File: config.mk
export PLATFORM = sky130hd
export DESIGN_NAME = wb_rr_arbiter
export DESIGN_NICKNAME = d
export VERILOG_FILES = /design/src/rtl/wb_rr_arbiter_pkg.sv /design/src/rtl/wb_rr_arbiter_rr_grant.sv /design/src/rtl/wb_rr_arbiter.sv
export SDC_FILE = /design/constraint.sdc
export NUM_CORES = 1
export LEC_CHECK = 0
export ABC_AREA = 1
export ABC_CLOCK_PERIOD_IN_PS = 2300
export CORE_UTILIZATION = 25
export CTS_CLUSTER_SIZE = 25
export DETAILED_ROUTE_END_ITERATION = 8
export GPL_TIMING_DRIVEN = 1
export SYNTH_ARGS = -nofsm -noshare
export SYNTH_HDL_FRONTEND = slang
export SYNTH_SLANG_ARGS = --single-unit
File: constraint.sdc
create_clock -name clk -period 2.3 [get_ports clk]
set_input_delay 0.23 -clock clk [delete_from_list [all_inputs] [get_ports clk]]
set_output_delay 0.23 -clock clk [all_outputs]
set_load 0.01 [all_outputs]
File: src/rtl/wb_rr_arbiter_pkg.sv
// Shared helpers for the writeback arbiter slice.
// Holds the grant-index width helper and the default sizing of the integer writeback path.
// wb_packet_t stays fixed XLEN elsewhere; the arbiter uses flattened ports because
// package typedefs cannot follow a DATA_WIDTH parameter.
package wb_rr_arbiter_pkg;

  // clog2 with a floor of 1 so a single-unit arbiter still has a 1-bit index port.
  function automatic int wb_unit_idx_w(input int n);
    return (n > 1) ? $clog2(n) : 1;
  endfunction

  localparam int WB_DEF_NUM_UNITS  = 4;
  localparam int WB_DEF_DATA_WIDTH = 32;
  localparam int WB_DEF_ID_W       = 3;
  localparam int WB_UNIT_IDX_W     = wb_unit_idx_w(WB_DEF_NUM_UNITS);

endpackage

File: src/rtl/wb_rr_arbiter_rr_grant.sv
// Purpose: one-hot grant selection over a request vector, rotating or fixed priority.
// Latency: combinational grant; priority pointer updates on the clock edge after a grant.
// Backpressure: en=0 blocks every grant and freezes the pointer; requests simply wait.
//
// Ports:
//   clk, rst   core clock, async active-high reset
//   req        request vector, one bit per unit
//   en         grant enable (low while suppressed or in reset)
//   grant      one-hot grant, subset of req
//   grant_idx  binary index of the granted unit (0 when nothing granted)
module rr_grant
  import wb_rr_arbiter_pkg::*;
#(
  parameter  int NUM_UNITS   = 4,
  parameter  int ROUND_ROBIN = 1,
  localparam int IDX_W       = wb_unit_idx_w(NUM_UNITS)
) (
  input  logic                 clk,
  input  logic                 rst,
  input  logic [NUM_UNITS-1:0] req,
  input  logic                 en,
  output logic [NUM_UNITS-1:0] grant,
  output logic [IDX_W-1:0]     grant_idx
);

  // Index of the most recent winner; the search starts just after it.
  // In fixed-priority mode it never leaves its reset value NUM_UNITS-1, so the
  // search always starts at unit 0 and the lowest valid index wins.
  logic [IDX_W-1:0] ptr;
  logic [IDX_W-1:0] cand;
  logic             found;

  always_comb begin
    grant     = '0;
    grant_idx = '0;
    found     = 1'b0;
    cand      = '0;
    for (int k = 1; k <= NUM_UNITS; k++) begin
      cand = IDX_W'((int'(ptr) + k) % NUM_UNITS);
      if (en && !found && req[cand]) begin
        grant[cand] = 1'b1;
        grant_idx   = cand;
        found       = 1'b1;
      end
    end
  end

  always_ff @(posedge clk or posedge rst) begin
    if (rst) begin
      ptr <= IDX_W'(NUM_UNITS - 1);
    end else if ((ROUND_ROBIN != 0) && found) begin
      ptr <= grant_idx;
    end
  end

endmodule

File: src/rtl/wb_rr_arbiter.sv
// Purpose: N-input writeback arbiter; picks one id-tagged unit result per cycle.
// Latency: ack is same-cycle combinational; wb_* is registered, valid one cycle after the ack.
// Backpressure: none on the writeback side; wb_suppress withholds all acks so units wait.
//
// Ports:
//   clk, rst     core clock, async active-high reset
//   unit_valid   per-unit result pending
//   unit_id      per-unit id, slice [i*ID_W +: ID_W]
//   unit_data    per-unit result, slice [i*DATA_WIDTH +: DATA_WIDTH]
//   unit_ack     one-hot grant, result of unit i consumed this cycle
//   wb_suppress  global writeback suppress, blocks all grants
//   wb_valid     registered writeback strobe (1-cycle pulse per grant)
//   wb_id        registered id of the granted result
//   wb_data      registered data of the granted result
//   wb_unit      index of the unit that produced wb_*
module wb_rr_arbiter
  import wb_rr_arbiter_pkg::*;
#(
  parameter  int NUM_UNITS   = 4,
  parameter  int DATA_WIDTH  = 32,
  parameter  int ID_W        = 3,
  parameter  int ROUND_ROBIN = 1,
  localparam int IDX_W       = wb_unit_idx_w(NUM_UNITS)
) (
  input  logic                            clk,
  input  logic                            rst,
  input  logic [NUM_UNITS-1:0]            unit_valid,
  input  logic [NUM_UNITS*ID_W-1:0]       unit_id,
  input  logic [NUM_UNITS*DATA_WIDTH-1:0] unit_data,
  output logic [NUM_UNITS-1:0]            unit_ack,
  input  logic                            wb_suppress,
  output logic                            wb_valid,
  output logic [ID_W-1:0]                 wb_id,
  output logic [DATA_WIDTH-1:0]           wb_data,
  output logic [IDX_W-1:0]                wb_unit
);

  logic [NUM_UNITS-1:0]  grant;
  logic [IDX_W-1:0]      grant_idx;
  logic                  grant_en;
  logic [ID_W-1:0]       sel_id;
  logic [DATA_WIDTH-1:0] sel_data;

  // Gating with rst keeps acks low during reset, so a unit never retires a
  // result that the cleared output register would then drop.
  assign grant_en = ~wb_suppress & ~rst;

  rr_grant #(
    .NUM_UNITS   (NUM_UNITS),
    .ROUND_ROBIN (ROUND_ROBIN)
  ) u_grant (
    .clk       (clk),
    .rst       (rst),
    .req       (unit_valid),
    .en        (grant_en),
    .grant     (grant),
    .grant_idx (grant_idx)
  );

  assign unit_ack = grant;

  // One-hot AND-OR select: the grant is already one-hot, so no priority chain is needed.
  always_comb begin
    sel_id   = '0;
    sel_data = '0;
    for (int i = 0; i < NUM_UNITS; i++) begin
      sel_id   = sel_id   | (unit_id[i*ID_W +: ID_W]             & {ID_W{grant[i]}});
      sel_data = sel_data | (unit_data[i*DATA_WIDTH +: DATA_WIDTH] & {DATA_WIDTH{grant[i]}});
    end
  end

  // Payload flops only load on a grant so they hold the last writeback when idle.
  always_ff @(posedge clk or posedge rst) begin
    if (rst) begin
      wb_valid <= 1'b0;
      wb_id    <= '0;
      wb_data  <= '0;
      wb_unit  <= '0;
    end else begin
      wb_valid <= |grant;
      if (|grant) begin
        wb_id   <= sel_id;
        wb_data <= sel_data;
        wb_unit <= grant_idx;
      end
    end
  end

  a_ack_onehot: assert property (@(posedge clk) disable iff (rst) $onehot0(unit_ack));

  a_ack_valid: assert property (@(posedge clk) disable iff (rst)
    ((unit_ack & ~unit_valid) == '0));

  a_no_ack_suppress: assert property (@(posedge clk) disable iff (rst)
    wb_suppress |-> (unit_ack == '0));

  for (genvar i = 0; i < NUM_UNITS; i++) begin : g_stable
    a_hold: assert property (@(posedge clk) disable iff (rst)
      (unit_valid[i] && !unit_ack[i]) |=>
        ($stable(unit_id[i*ID_W +: ID_W]) && $stable(unit_data[i*DATA_WIDTH +: DATA_WIDTH])));
  end

endmodule

==> metrics.txt, run 1 <==
Clk pwr share=9.1%; Vias/cell=4.33; Mapped Nets=640; DRC Markers=0; reg-to-reg endpoint=wb_data[9]; asr flop ratio synth=100%; number of diodes=0; CP startpoint=u_grant.ptr[0]; ranking of synthesized cells by area=nand2_1, dfrtp_1, nand3_2, nor2_1, nand3_1; Worst setup EP type=flip-flop; number of enable flip-flop cells after synthesis=0; skew final=3.50 ps; final WL=11.7 mm; # fillers=1214; register share of total power=18.8%; Max-Slew Margin vs Limit=68.7%; final hold slack=436 ps; Design Power=7.09 mW; worst slew pin tran=469 ps; switching power=3.12 mW; Core Area=12100 sq um; first-pass GRT wire length=18.2 mm; total global-route track usage=17.8%; most frequent cells in the layout=nand2_1, clkdlybuf4s50_1, nor2_1, dfrtp_1, nand3_2; final antenna-violating net count=0; Initial DRT Pass Iterations=4; Ys Warns=0; Mapped Cells=485; number of buffers created by CTS=5; Final min period=2340 ps; LEAKAGE=2.88 nW; fmax=0.427 GHz; Bufs on Longest Clock Path=2; die width=113 um; clk_lat worst skew=270 ps; Worst Setup Start Kind=flip-flop; status=finished with violations; setup ws final=-43.4 ps; P per Cell Area=1200 nW/um^2; Int Pwr=3.97 mW; P&R area growth vs syn=89.7%; Yosys top cell area share=33.9%; io pins=189; worst-path maximum fanout=6; Final nets=857; failing checks=negative setup slack; vias in the first global route=3852; share of cells above drive strength 1=19.1%; largest net degree at the start of global routing=22; Pins Over Slew Limit=0; Worst Path Arrival=2550 ps; root buf cell=clkbuf_16; I/O Buffers=188; DIE AREA=12900 sq um; DRT iter0 DRCs=72; RSZ-0062 raised after global routing=true; Critical Path RT=2510 ps; Cell variety after synth=25; clock-pin slew on the worst setup and hold paths=50 ps; final setup fails=26; die height=113 um; worst reg2reg path startpoint=u_grant.ptr[0]; max-cap violations=0; crit path capture=wb_data[9]; CTS H-Tree Depth=2; row count=40; Synth Register Bits=40; Remaining Overflow, GRT=0; reg2reg path depth=15; DP Wirelength=8.74 mm; mapped cell area=3100 sq um; initial antenna violation count=0; Gate power share=72.1%; Hold WC Path Type=in -> async; Reg2Reg Setup Slack=-40 ps; leading cell type in the layout, fill and taps excluded=nand2_1; Final period util=102%; Avg WL per Cell=13.5 um; syn avg cell area=6.40 sq um; # clock sinks=40; crit path kind=reg -> reg; sequential area share after synthesis=32.4%; CTS tree=built; Post-CTS Hold Buffers=0; RD Place Congestion=0.845; ys flop type=dfrtp_1; switching part of the total power=44.0%; peak supply drop=505 uV; area leader, netlist=nand2_1; vias post-DR=3766; Starting Density=25.7%; Hold Vio Cnt, Final=0
-- flip-flops by register name (all words and copies together) (netlist names) --
| register | cells |
|---|---|
| wb_unit | 2 |
| u_grant.ptr | 2 |
| wb_valid | 1 |
| wb_data | 32 |
| wb_id | 3 |
-- routing by layer --
metal	GRT usage, %	part of all wire [%]
met1	19.6	40
met2	32.9	51
met3	5.79	7.6
met4	4.65	1.4
met5	0	0
-- power groups by stage --
stage	logic, mW	clock network [mW]	registers (mW)
final	5.11	0.643	1.33
after floorplan	2.34	0	1.47
after global routing	5.62	0.708	1.39
after detailed placement	4.30	0	1.32
after global placement	4.18	0	1.32
after CTS	4.60	0.669	1.32
-- per-stage QoR --
| step | instances | cell area (sq um) | setup WS (ps) | util, % | TNS (ps) |
|---|---|---|---|---|---|
| final | 870 | 5880 | -43.4 | 48.8 | -543 |
| after global routing | 870 | 5880 | -172 | 48.8 | -5430 |
| after CTS | 864 | 5600 | -21.7 | 46.4 | -81.9 |
| after detailed placement | 849 | 5340 | -151 | 44.2 | -3250 |
| after global placement | 849 | 5340 | -129 | 44.2 | -999 |
| after floorplan | 485 | 3120 | 5.29 | - | 0 |
-- worst max-delay path, stage by stage (launching register included) --
cell and delay (ps):
dfstp_2 570, inv_6 40, ha_4 290, nand3_2 120
nand2_8 130, nor2_4 50, nand2_1 60, nand2_1 70
nor2_1 120, nand2_2 100, buf_6 140, nor2_4 120
buf_8 150, clkbuf_16 160, nand3_2 70, nand2_1 70
-- area by class of cell --
| class | instances | area, sq um | share of cell area [%] |
|---|---|---|---|
| well taps | 168 | 210 | 3.57 |
| multi-input cells | 411 | 2100 | 35.6 |
| clock inverters | 1 | 5.00 | 0.0851 |
| inverters | 12 | 55.1 | 0.936 |
| repair buffers | 232 | 2390 | 40.5 |
| clock buffers | 6 | 129 | 2.19 |
| flip-flops and latches | 40 | 1000 | 17.1 |
-- synthesized netlist by cell type, types with 2 or more instances --
cell and count:
nand2_1 280, nor3_1 5, inv_1 8, dfstp_2 2
nor2_2 3, buf_2 14, nand4_1 7, dfrtp_1 38
nand3_1 26, inv_2 3, nor2_1 41, nand2_2 9
buf_8 2, ha_1 8, nand3_2 25, buf_6 5
-- worst min path at each step --
stage / start / end / slack, ps / depth (start not counted)
6_report: rst / wb_valid / 440 / 3
5_1_grt: rst / wb_valid / 490 / 3
3_5_place_dp: wb_unit[1] / wb_unit[1] / 490 / 2
2_1_floorplan: unit_data[96] / wb_data[0] / 410 / 4
3_3_place_gp: wb_data[6] / wb_data[6] / 490 / 2
4_1_cts: rst / wb_data[8] / 460 / 3
-- timing repair --
| item | 4_1_cts | 5_1_grt |
|---|---|---|
| buffers inserted | 7 | 5 |
| setup endpoints to repair | 41 | 44 |
| gates resized for setup | 29 | 55 |
| pin swaps | 11 | 41 |
| cloned | 2 | 2 |
-- cell families after synthesis --
group,synth area share [%]
and+or+nand+nor,56.7
adders and majority gates,3.23
buffers and inverters,6.82
DFF,32.4
AOI/OAI and AO/OA,0.928
No activity file was read; power rests on OpenSTA's default activity.
==> run 2, diff against run 1 <==
--- a/config.mk
+++ b/config.mk
@@ -9,6 +9,8 @@
 export ABC_CLOCK_PERIOD_IN_PS = 2300
-export CORE_UTILIZATION = 25
+export CORE_UTILIZATION = 34
 export CTS_CLUSTER_SIZE = 25
 export DETAILED_ROUTE_END_ITERATION = 8
+export GPL_ROUTABILITY_DRIVEN = 0
 export GPL_TIMING_DRIVEN = 1
+export PLACE_DENSITY = 0.77
 export SYNTH_ARGS = -nofsm -noshare
==> constraint.sdc (replaced) <==
create_clock -name clk -period 2.3 [get_ports clk]
set_input_delay 0.46 -clock clk [delete_from_list [all_inputs] [get_ports clk]]
set_output_delay 0.46 -clock clk [all_outputs]
set_load 0.01 [all_outputs]
==> metrics.txt, run 2 (synthesis gave the netlist of run 1 again) <==
status=finished with violations; failing checks=negative setup slack; Final Non-Filler Cells=800; CP bufs+invs=3; # clock sinks=40; I/O Buffers=188; Top reg by flops=wb_data; Worst Setup Start Kind=flip-flop; min-delay src=wb_data[1]; total global-route track usage=21.7%; P per Cell Area=1180 nW/um^2; final WL=10.5 mm; Vias/cell=4.77; Bufs on Longest Clock Path=2; Worst setup EP type=primary output; vias in the first global route=3806; Hold Vio Cnt, Final=0; number of diodes=0; Hold WC Path Type=reg -> reg; Worst Path Arrival=2040 ps; clock-pin slew on the worst setup and hold paths=80 ps; worst slew pin tran=460 ps; worst-path maximum fanout=7; final antenna-violating net count=0; Largest register FFs=32; worst reg2reg path startpoint=u_grant.ptr[0]; Critical Path RT=1840 ps; DRT iter0 DRCs=76; biggest regs=wb_data x32, wb_id x3; Core Area=8760 sq um; Starting Density=35.4%; Design Power=6.71 mW; max-cap violations=0; number of buffers created by CTS=5; Slowest-stage cell, CP=dfstp_2; final core utilization=64.7%; DIE AREA=9510 sq um; Final nets=846; CTS H-Tree Depth=2; largest net degree at the start of global routing=37; placement-stage cell area=5260 sq um; Final period util=109%; peak supply drop=474 uV; Critical Path Max Stage Delay=600 ps; first-pass GRT wire length=16.9 mm; CTS tree=built; setup ws final=-202 ps; die width=97.5 um; clk_lat worst skew=280 ps; root buf cell=clkbuf_8; initial antenna violation count=0; io pins=189; vias post-DR=3818; leading cell type in the layout, fill and taps excluded=nand2_1; die height=97.5 um; CP delay by family, top=simple AND/OR/NAND/NOR gates; P&R area growth vs syn=82.8%; LEAKAGE=2.81 nW; final setup fails=42; # fillers=755; DP Wirelength=7.94 mm; Placement Setup Slack=-442 ps; Avg WL per Cell=13.1 um; row count=34; DRC Markers=0; fmax=0.400 GHz; most used cell, CP=nand3_4; crit path kind=reg -> out; Remaining Overflow, GRT=0; CP startpoint=u_grant.ptr[0]; Pins Over Slew Limit=0; skew final=6.32 ps; Max-Slew Margin vs Limit=69.3%; cell count after placement=786; post-layout instance area=5670 sq um; share of cells above drive strength 1=15.8%; critical path, cell by cell=inv_8 > ha_4 > inv_4 > nand3_4 > nand2_8 > nand3_4 > nor3_2 > nor2_1 > nand2_2 > buf_6; most frequent cells in the layout=nand2_1, clkdlybuf4s50_1, dfrtp_1; RSZ-0062 raised after global routing=true; Final min period=2500 ps; Initial DRT Pass Iterations=4
## run 2: cell types whose count changed in the layout (fill, tap and decap cells not counted), sizes merged
cell / before / now
bufinv: 0 / 1
clkbuf: 8 / 7
clkinv: 1 / 0
buf: 46 / 37
## run 2: final timing paths
kind / cells past startpoint / slack [ps] / to
min in group asynchronous: 3 / 640 / wb_data[8]
max in group asynchronous: 4 / 1200 / wb_data[7]
setup / recovery: 10 / -200 / unit_ack[2]
hold / removal: 2 / 510 / wb_data[1]
setup reg to reg: 16 / -160 / wb_id[1]
hold reg to reg: 2 / 510 / wb_data[1]
## run 2: repair_timing
item	4_1_cts	5_1_grt
endpoints found under the setup margin	42	44
pin swaps	19	4
gates resized for setup	45	11
gates cloned	1	0
hold buffers	0	0
setup buffers	5	0
## run 2: power breakdown
part,leakage [nW],internal [mW],switching (mW)
registers,0.491,1.09,0.217
clock network,0.0645,0.383,0.231
logic,2.25,2.32,2.47
## run 2: worst reg2reg max path, stage by stage (launching register included)
cell	delay, ps
dfstp_2	600
inv_8	40
ha_4	270
inv_4	90
nand3_4	90
nand2_8	100
nor2_4	50
nand2_1	50
nand2_1	50
nor2_1	150
nand2_2	120
buf_8	180
nor2_4	190
buf_12	160
buf_12	110
nand3_1	70
nand2_1	70
## run 2: cell type report
cell class	count	area, sq um	share of cell area (%)
clock buffer	7	96.3	1.70
clock inverter	1	30.0	0.530
inverter	12	55.1	0.971
multi-input combinational	411	2040	35.9
sequential	40	1000	17.7
tap	108	135	2.38
timing repair buffer	221	2310	40.8
## run 2: routing by layer
layer  up-vias  global-route usage [%]  share of wire [%]
li1       1919                       -                  -
met1      1718                    23.1                 39
met2       155                    41.4                 51
met3        26                    5.54                7.2
met4         0                    6.11                2.2
met5         -                       0                  0
## run 2: per-stage QoR
stage | hold slack (ps) | TNS, ps
2_1_floorplan | 542 | -79.0
3_5_place_dp | 495 | -14140
3_3_place_gp | 494 | -10620
4_1_cts | 518 | -4630
6_report | 512 | -5270
5_1_grt | 548 | -9950
